[config.mk]
export PLATFORM = sky130hd
export DESIGN_NAME = uart_bram_tx_ctrl_flat
export DESIGN_NICKNAME = d
export VERILOG_FILES = /design/src/rtl/uart_pkg.sv /design/src/rtl/uart_bram_tx_ctrl_if.sv /design/src/rtl/uart_rd_lat_pipe.sv /design/src/rtl/uart_bram_tx_ctrl.sv /design/src/flat_wrapper.sv
export SDC_FILE = /design/constraint.sdc
export NUM_CORES = 1
export LEC_CHECK = 0
export CORE_MARGIN = 5
export CORE_UTILIZATION = 40
export CTS_BUF_LIST = sky130_fd_sc_hd__clkbuf_4
export DETAILED_ROUTE_END_ITERATION = 10
export MAX_ROUTING_LAYER = met4
export PLACE_DENSITY = 0.76
export SLEW_MARGIN = 25
export SYNTH_ARGS = -nofsm -noshare
export SYNTH_HDL_FRONTEND = slang
export SYNTH_SLANG_ARGS = --single-unit
[constraint.sdc]
create_clock -name clk -period 2 [get_ports clk]
set_input_delay 0.2 -clock clk [delete_from_list [all_inputs] [get_ports clk]]
set_output_delay 0.2 -clock clk [all_outputs]
set_load 0.02 [all_outputs]
[src/rtl/uart_pkg.sv]
// rtl/uart_pkg.sv - shared state encoding and baud select codes for the BRAM-to-UART sequencer
package uart_pkg;

    typedef enum logic [2:0] {
        ST_IDLE = 3'd0,
        ST_RD   = 3'd1,
        ST_WAIT = 3'd2,
        ST_SEND = 3'd3,
        ST_GAP  = 3'd4,
        ST_FIN  = 3'd5
    } state_t;

    localparam logic [2:0] BAUD_9600   = 3'd0;
    localparam logic [2:0] BAUD_19200  = 3'd1;
    localparam logic [2:0] BAUD_38400  = 3'd2;
    localparam logic [2:0] BAUD_57600  = 3'd3;
    localparam logic [2:0] BAUD_115200 = 3'd4;

    // Unused select codes fall back to the slowest, always-supported rate.
    function automatic logic [2:0] baud_map(input logic [2:0] sel);
        return (sel > BAUD_115200) ? BAUD_9600 : sel;
    endfunction

endpackage

[src/rtl/uart_bram_tx_ctrl_if.sv]
// rtl/uart_bram_tx_ctrl_if.sv - command handshake bundle for the BRAM-to-UART sequencer
interface uart_bram_tx_ctrl_if #(
    parameter int AW = 10,
    parameter int LW = 11
);
    logic          cmd_valid;
    logic          cmd_ready;
    logic [AW-1:0] cmd_addr;
    logic [LW-1:0] cmd_len;
    logic [2:0]    cmd_baud;

    modport master (output cmd_valid, cmd_addr, cmd_len, cmd_baud, input cmd_ready);
    modport slave  (input cmd_valid, cmd_addr, cmd_len, cmd_baud, output cmd_ready);
endinterface

[src/rtl/uart_rd_lat_pipe.sv]
// rtl/uart_rd_lat_pipe.sv - valid shift register tracking BRAM read latency
module uart_rd_lat_pipe #(
    parameter int RD_LAT = 1
) (
    input  logic clk,
    input  logic rst_n,
    input  logic rd_en,
    output logic data_valid,
    output logic data_ready
);
    logic [RD_LAT:0] vld_sr;

    always_ff @(posedge clk or negedge rst_n) begin
        if (!rst_n) begin
            vld_sr <= '0;
        end else begin
            vld_sr <= {vld_sr[RD_LAT-1:0], rd_en};
        end
    end

    // data_valid: bram_dout is valid now; data_ready: the byte sits in tx_data.
    assign data_valid = vld_sr[RD_LAT-1];
    assign data_ready = vld_sr[RD_LAT];
endmodule

[src/rtl/uart_bram_tx_ctrl.sv]
// rtl/uart_bram_tx_ctrl.sv - streams a block of BRAM bytes through the UART transmitter
module uart_bram_tx_ctrl
    import uart_pkg::*;
#(
    parameter int AW     = 10,
    parameter int LW     = 11,
    parameter int RD_LAT = 1
) (
    input  logic                clk,
    input  logic                rst_n,
    uart_bram_tx_ctrl_if.slave  cmd,
    input  logic                abort,
    output logic                busy,
    output logic                done,
    output logic [LW-1:0]       sent_cnt,
    output logic                bram_en,
    output logic [AW-1:0]       bram_addr,
    input  logic [7:0]          bram_dout,
    output logic [2:0]          tx_baud_set,
    output logic [7:0]          tx_data,
    output logic                tx_send_en,
    input  logic                tx_done
);
    state_t        state, state_nxt;
    logic [AW-1:0] cur_addr;
    logic [LW-1:0] remaining;
    logic          abort_pend;
    logic          abort_hit;
    logic          accept;
    logic          data_valid;
    logic          data_ready;

    assign accept    = cmd.cmd_valid && cmd.cmd_ready;
    assign abort_hit = abort || abort_pend;

    uart_rd_lat_pipe #(.RD_LAT(RD_LAT)) u_rd_lat_pipe (
        .clk        (clk),
        .rst_n      (rst_n),
        .rd_en      (bram_en),
        .data_valid (data_valid),
        .data_ready (data_ready)
    );

    always_ff @(posedge clk or negedge rst_n) begin
        if (!rst_n) begin
            state <= ST_IDLE;
        end else begin
            state <= state_nxt;
        end
    end

    // Abort is never taken in SEND: dropping send_en mid-frame would strand the line low.
    always_comb begin
        state_nxt = state;
        case (state)
            ST_IDLE: if (accept) state_nxt = (cmd.cmd_len == '0) ? ST_FIN : ST_RD;
            ST_RD:   state_nxt = abort_hit ? ST_FIN : ST_WAIT;
            ST_WAIT: begin
                if (abort_hit)       state_nxt = ST_FIN;
                else if (data_ready) state_nxt = ST_SEND;
            end
            ST_SEND: if (tx_done) state_nxt = ST_GAP;
            ST_GAP:  state_nxt = (remaining != '0 && !abort_hit) ? ST_RD : ST_FIN;
            ST_FIN:  state_nxt = ST_IDLE;
            default: state_nxt = ST_IDLE;
        endcase
    end

    always_ff @(posedge clk or negedge rst_n) begin
        if (!rst_n) begin
            cur_addr    <= '0;
            remaining   <= '0;
            sent_cnt    <= '0;
            tx_baud_set <= BAUD_9600;
            tx_data     <= 8'h00;
            abort_pend  <= 1'b0;
        end else begin
            if (accept) begin
                cur_addr    <= cmd.cmd_addr;
                remaining   <= cmd.cmd_len;
                sent_cnt    <= '0;
                tx_baud_set <= baud_map(cmd.cmd_baud);
            end
            if (state == ST_WAIT && data_valid) begin
                tx_data <= bram_dout;
            end
            if (state == ST_SEND && tx_done) begin
                sent_cnt  <= sent_cnt + 1'b1;
                cur_addr  <= cur_addr + 1'b1;
                remaining <= remaining - 1'b1;
            end
            if (state == ST_IDLE || state == ST_FIN) begin
                abort_pend <= 1'b0;
            end else if (abort) begin
                abort_pend <= 1'b1;
            end
        end
    end

    assign cmd.cmd_ready = (state == ST_IDLE);
    assign busy          = (state != ST_IDLE) && (state != ST_FIN);
    assign done          = (state == ST_FIN);
    assign bram_en       = (state == ST_RD);
    assign bram_addr     = cur_addr;
    assign tx_send_en    = (state == ST_SEND);
endmodule

[src/flat_wrapper.sv]
// flat-port wrapper written by rule: the top's interface ports become plain ports
module uart_bram_tx_ctrl_flat import uart_pkg::*;
#(
    parameter int AW     = 10,
    parameter int LW     = 11,
    parameter int RD_LAT = 1
)
  (clk, rst_n, abort, busy, done, sent_cnt, bram_en, bram_addr, bram_dout, tx_baud_set, tx_data, tx_send_en, tx_done, cmd_cmd_valid, cmd_cmd_addr, cmd_cmd_len, cmd_cmd_baud, cmd_cmd_ready);
  uart_bram_tx_ctrl_if #(.AW(AW), .LW(LW)) cmd_i ();
  input  logic clk;
  input  logic rst_n;
  input  logic abort;
  output logic busy;
  output logic done;
  output logic [LW-1:0] sent_cnt;
  output logic bram_en;
  output logic [AW-1:0] bram_addr;
  input  logic [7:0] bram_dout;
  output logic [2:0] tx_baud_set;
  output logic [7:0] tx_data;
  output logic tx_send_en;
  input  logic tx_done;
  input wire logic [$bits(cmd_i.cmd_valid)-1:0] cmd_cmd_valid;
  input wire logic [$bits(cmd_i.cmd_addr)-1:0] cmd_cmd_addr;
  input wire logic [$bits(cmd_i.cmd_len)-1:0] cmd_cmd_len;
  input wire logic [$bits(cmd_i.cmd_baud)-1:0] cmd_cmd_baud;
  output wire logic [$bits(cmd_i.cmd_ready)-1:0] cmd_cmd_ready;
  assign cmd_i.cmd_valid = cmd_cmd_valid;
  assign cmd_i.cmd_addr = cmd_cmd_addr;
  assign cmd_i.cmd_len = cmd_cmd_len;
  assign cmd_i.cmd_baud = cmd_cmd_baud;
  assign cmd_cmd_ready = cmd_i.cmd_ready;
  uart_bram_tx_ctrl #(.AW(AW), .LW(LW), .RD_LAT(RD_LAT)) u_core (.clk(clk), .rst_n(rst_n), .cmd(cmd_i), .abort(abort), .busy(busy), .done(done), .sent_cnt(sent_cnt), .bram_en(bram_en), .bram_addr(bram_addr), .bram_dout(bram_dout), .tx_baud_set(tx_baud_set), .tx_data(tx_data), .tx_send_en(tx_send_en), .tx_done(tx_done));
endmodule
==> flow_summary.ini, run 1 <==
[outcome]
outcome = completed

[hold_path]
min-delay-path-class = primary input to asynchronous set/reset pin

[cts]
clk_latency_ps = 360
numCtsBuffers = 5
clock-root-buffer = clkbuf_4
ctsHtreeMaxLevel = 2
cts_buffer_depth = 2
clkSinkCount = 49
cts_tree = yes
clk_pin_slew_ps = 160

[routing]
drcViolationCount = 0
vias = 2292
wl_mm = 6.29
firstDrtPassIters = 4
drt_iter0_markers = 110
postRouteAntennaNets = 0
post_drt_wl_per_cell_um = 15.3
viasPerCell = 5.56

[timing]
worst_slew_pin_slew_ps = 670
grt_setup_unrepaired = false
finalCritPeriodShare = 0.948
finalHoldViolCount = 0
fin_skew_ps = 21.5
fmax_mhz = 528
finalSetupViolations = 0
tns_ps = 0
slew_headroom = 0.552
fin_crit_ps = 1900
drv_slew = 0
worst_slack_ps = 105

[die]
chipWidth_um = 89.4
row_count = 29
core_region_area_sq_um = 6240
die-area_sq_um = 7990
die_h_um = 89.4
io_pins = 74
start_util = 0.404

[cells_and_area]
multi_input_area_sq_um = 1200
synthToLayoutAreaGrowth_pct = 37.2
fillCellCount = 556
nets = 374
register_area_sq_um = 1230
diodes = 0
final_layout_size_suffix_gt1_frac = 0.137

[logic_synthesis]
synth_edf_count = 0
synthTopCellsByCount = dfrtp_1, nand2_1, nor2_1, o21ai_0, o211ai_1
synth.avg_cell_area_sq_um = 10.1
synth_top_cell_area_share = 0.487
ys_types = 49
syn-cell-area_sq_um = 2520
yosys.area.top_type = dfrtp_1
async_flop_share = 1.00
synth.area.top_cells = dfrtp_1, nand2_1, o211ai_1
synth_seq_cells = 49
synthCells = 250
ys.flop_type = dfrtp_1
syn_nets = 290
synth_warnings = 0
yosysSeqAreaShare = 0.487
yosys.cell_count.top_type = dfrtp_1

[job]
maxCapViolations = 0

[placed_design]
gp_congestion = 0.830
place_ws_ps = 46.7
hpwl_mm = 4.75
io_buffers = 73

[grt]
grtUsageTotal = 0.169
gr-total-overflow = 0
grt_pass1_wl_mm = 10.3
grt_pass1_vias = 2269
antenna_found_initial = 0
grt_max_degree = 25

[setup_path]
setup.worst_path.start_class = register
required_ps = 1800
crit_path_end_kind = output pin
worstSetupPathType = register to output pin
cp_max_fo = 10
arrival_ps = 1700

[power_and_ir_drop]
power.leakage_nw = 1.47
p_per_area_nw_per_um2 = 1290
power_frac_clock = 0.108
share_seq_of_total_power = 0.396
p_sw_frac = 0.418
peakVddDrop_v = 0.000831
p_int_w = 0.00260
p_sw_w = 0.00187
comb_power_share = 0.496
## worst paths after layout
path / start / end / slack [ps] / cells past startpoint
worst max-delay path: u_core.state[2] / tx_send_en / 100 / 2
worst min-delay path: rst_n / u_core.sent_cnt[1] / 320 / 2
min in group clk: cmd_cmd_addr[1] / u_core.bram_addr[1] / 370 / 3
worst max register to register: u_core.state[1] / u_core.remaining[3] / 270 / 4
max in group asynchronous: rst_n / u_core.tx_data[1] / 1040 / 3
worst min register to register: u_core.u_rd_lat_pipe.vld_sr[0] / u_core.u_rd_lat_pipe.vld_sr[1] / 400 / 0
## flip-flops by register name, indices dropped and copies added, names as in the netlist
name                         flops
u_core.remaining                11
u_core.tx_baud_set               3
u_core.sent_cnt                 11
u_core.abort_pend                1
u_core.tx_data                   8
u_core.bram_addr                10
u_core.state                     3
u_core.u_rd_lat_pipe.vld_sr      2
## logic make-up after synthesis
logic type | share of synthesized area
buffers and inverters | 0.0392
adders and majority gates | 0.0149
and+or+nand+nor | 0.240
AOI/OAI and AO/OA | 0.180
DFF | 0.487
muxes | 0.0397
## timing repair
item	4_1_cts	5_1_grt
resized for setup	7	1
endpoints found under the setup margin	5	1
gates cloned	0	0
hold endpoints to repair	21	0
hold buffers	1	0
setup buffers	0	2
## cell type report
type,count,area share
clock buffers,6,0.0130
clock inverters,2,0.00398
inverters,5,0.00543
multi-input cells,183,0.347
flip-flops and latches,49,0.356
well taps,77,0.0279
repair buffers,90,0.247
## critical path, stage by stage, from the launching register on
cell and delay [ps]:
dfrtp_2 510, and3b_1 240, clkdlybuf4s50_1 600
## routing by layer
metal | vias up | routed length [um] | global-route usage
li1 | 1113 | - | -
met1 | 1113 | 2870 | 0.212
met2 | 60 | 3020 | 0.276
met3 | 6 | 335 | 0.0341
met4 | 0 | 69 | 0.0460
met5 | - | 0 | -
## through the flow
stage | total power [W] | cells | instance area, sq um | util | hold slack (ps)
5_1_grt | 0.00480 | 412 | 3460 | 0.554 | 359
4_1_cts | 0.00447 | 410 | 3440 | 0.551 | 343
6_report | 0.00447 | 412 | 3460 | 0.554 | 320
3_3_place_gp | 0.00392 | 401 | 3370 | 0.539 | 203
3_5_place_dp | 0.00400 | 401 | 3370 | 0.539 | 217
2_1_floorplan | 0.00304 | 250 | 2520 | - | -95.6
## power groups by stage
stage	logic [W]	clock network, W	registers (W)
after CTS	0.00220	0.000494	0.00178
after global routing	0.00244	0.000538	0.00183
after floorplan	0.00110	0	0.00194
final	0.00222	0.000481	0.00177
after global placement	0.00216	0	0.00176
after detailed placement	0.00221	0	0.00179
## placed cells by master, fill, tap and decap left out, types with 2 or more instances in the layout
| master | instances |
|---|---|
| nor3_2 | 2 |
| nand2_1 | 37 |
| o311ai_1 | 4 |
| dfrtp_1 | 46 |
| a221o_1 | 2 |
| clkdlybuf4s50_1 | 68 |
| buf_4 | 16 |
| and3_1 | 7 |
| dfrtp_2 | 3 |
| clkbuf_4 | 6 |
| or3_1 | 2 |
| a32oi_1 | 3 |
| nor4_1 | 2 |
| and3b_1 | 2 |
| nor3_1 | 5 |
| dlygate4sd2_1 | 3 |
| o211ai_1 | 13 |
| nand3_2 | 2 |
| a21oi_1 | 5 |
| ha_1 | 3 |
| nor4_4 | 2 |
| nand3b_1 | 4 |
| o311ai_0 | 4 |
| a31oi_1 | 4 |
| nand3_1 | 10 |
| o21ai_0 | 16 |
| o21a_1 | 3 |
| mux2_2 | 8 |
| o31ai_1 | 3 |
| inv_1 | 5 |
| nand4_1 | 6 |
| nor2_1 | 16 |
Note: power is estimated with default switching activity, not from simulation.
==> run 2: changes to the inputs <==
Settings changed: HOLD_SLACK_MARGIN from default to 0.1.
==> results of run 2 <==
No change in the layout: final DEF, timing and power equal those of run 1.
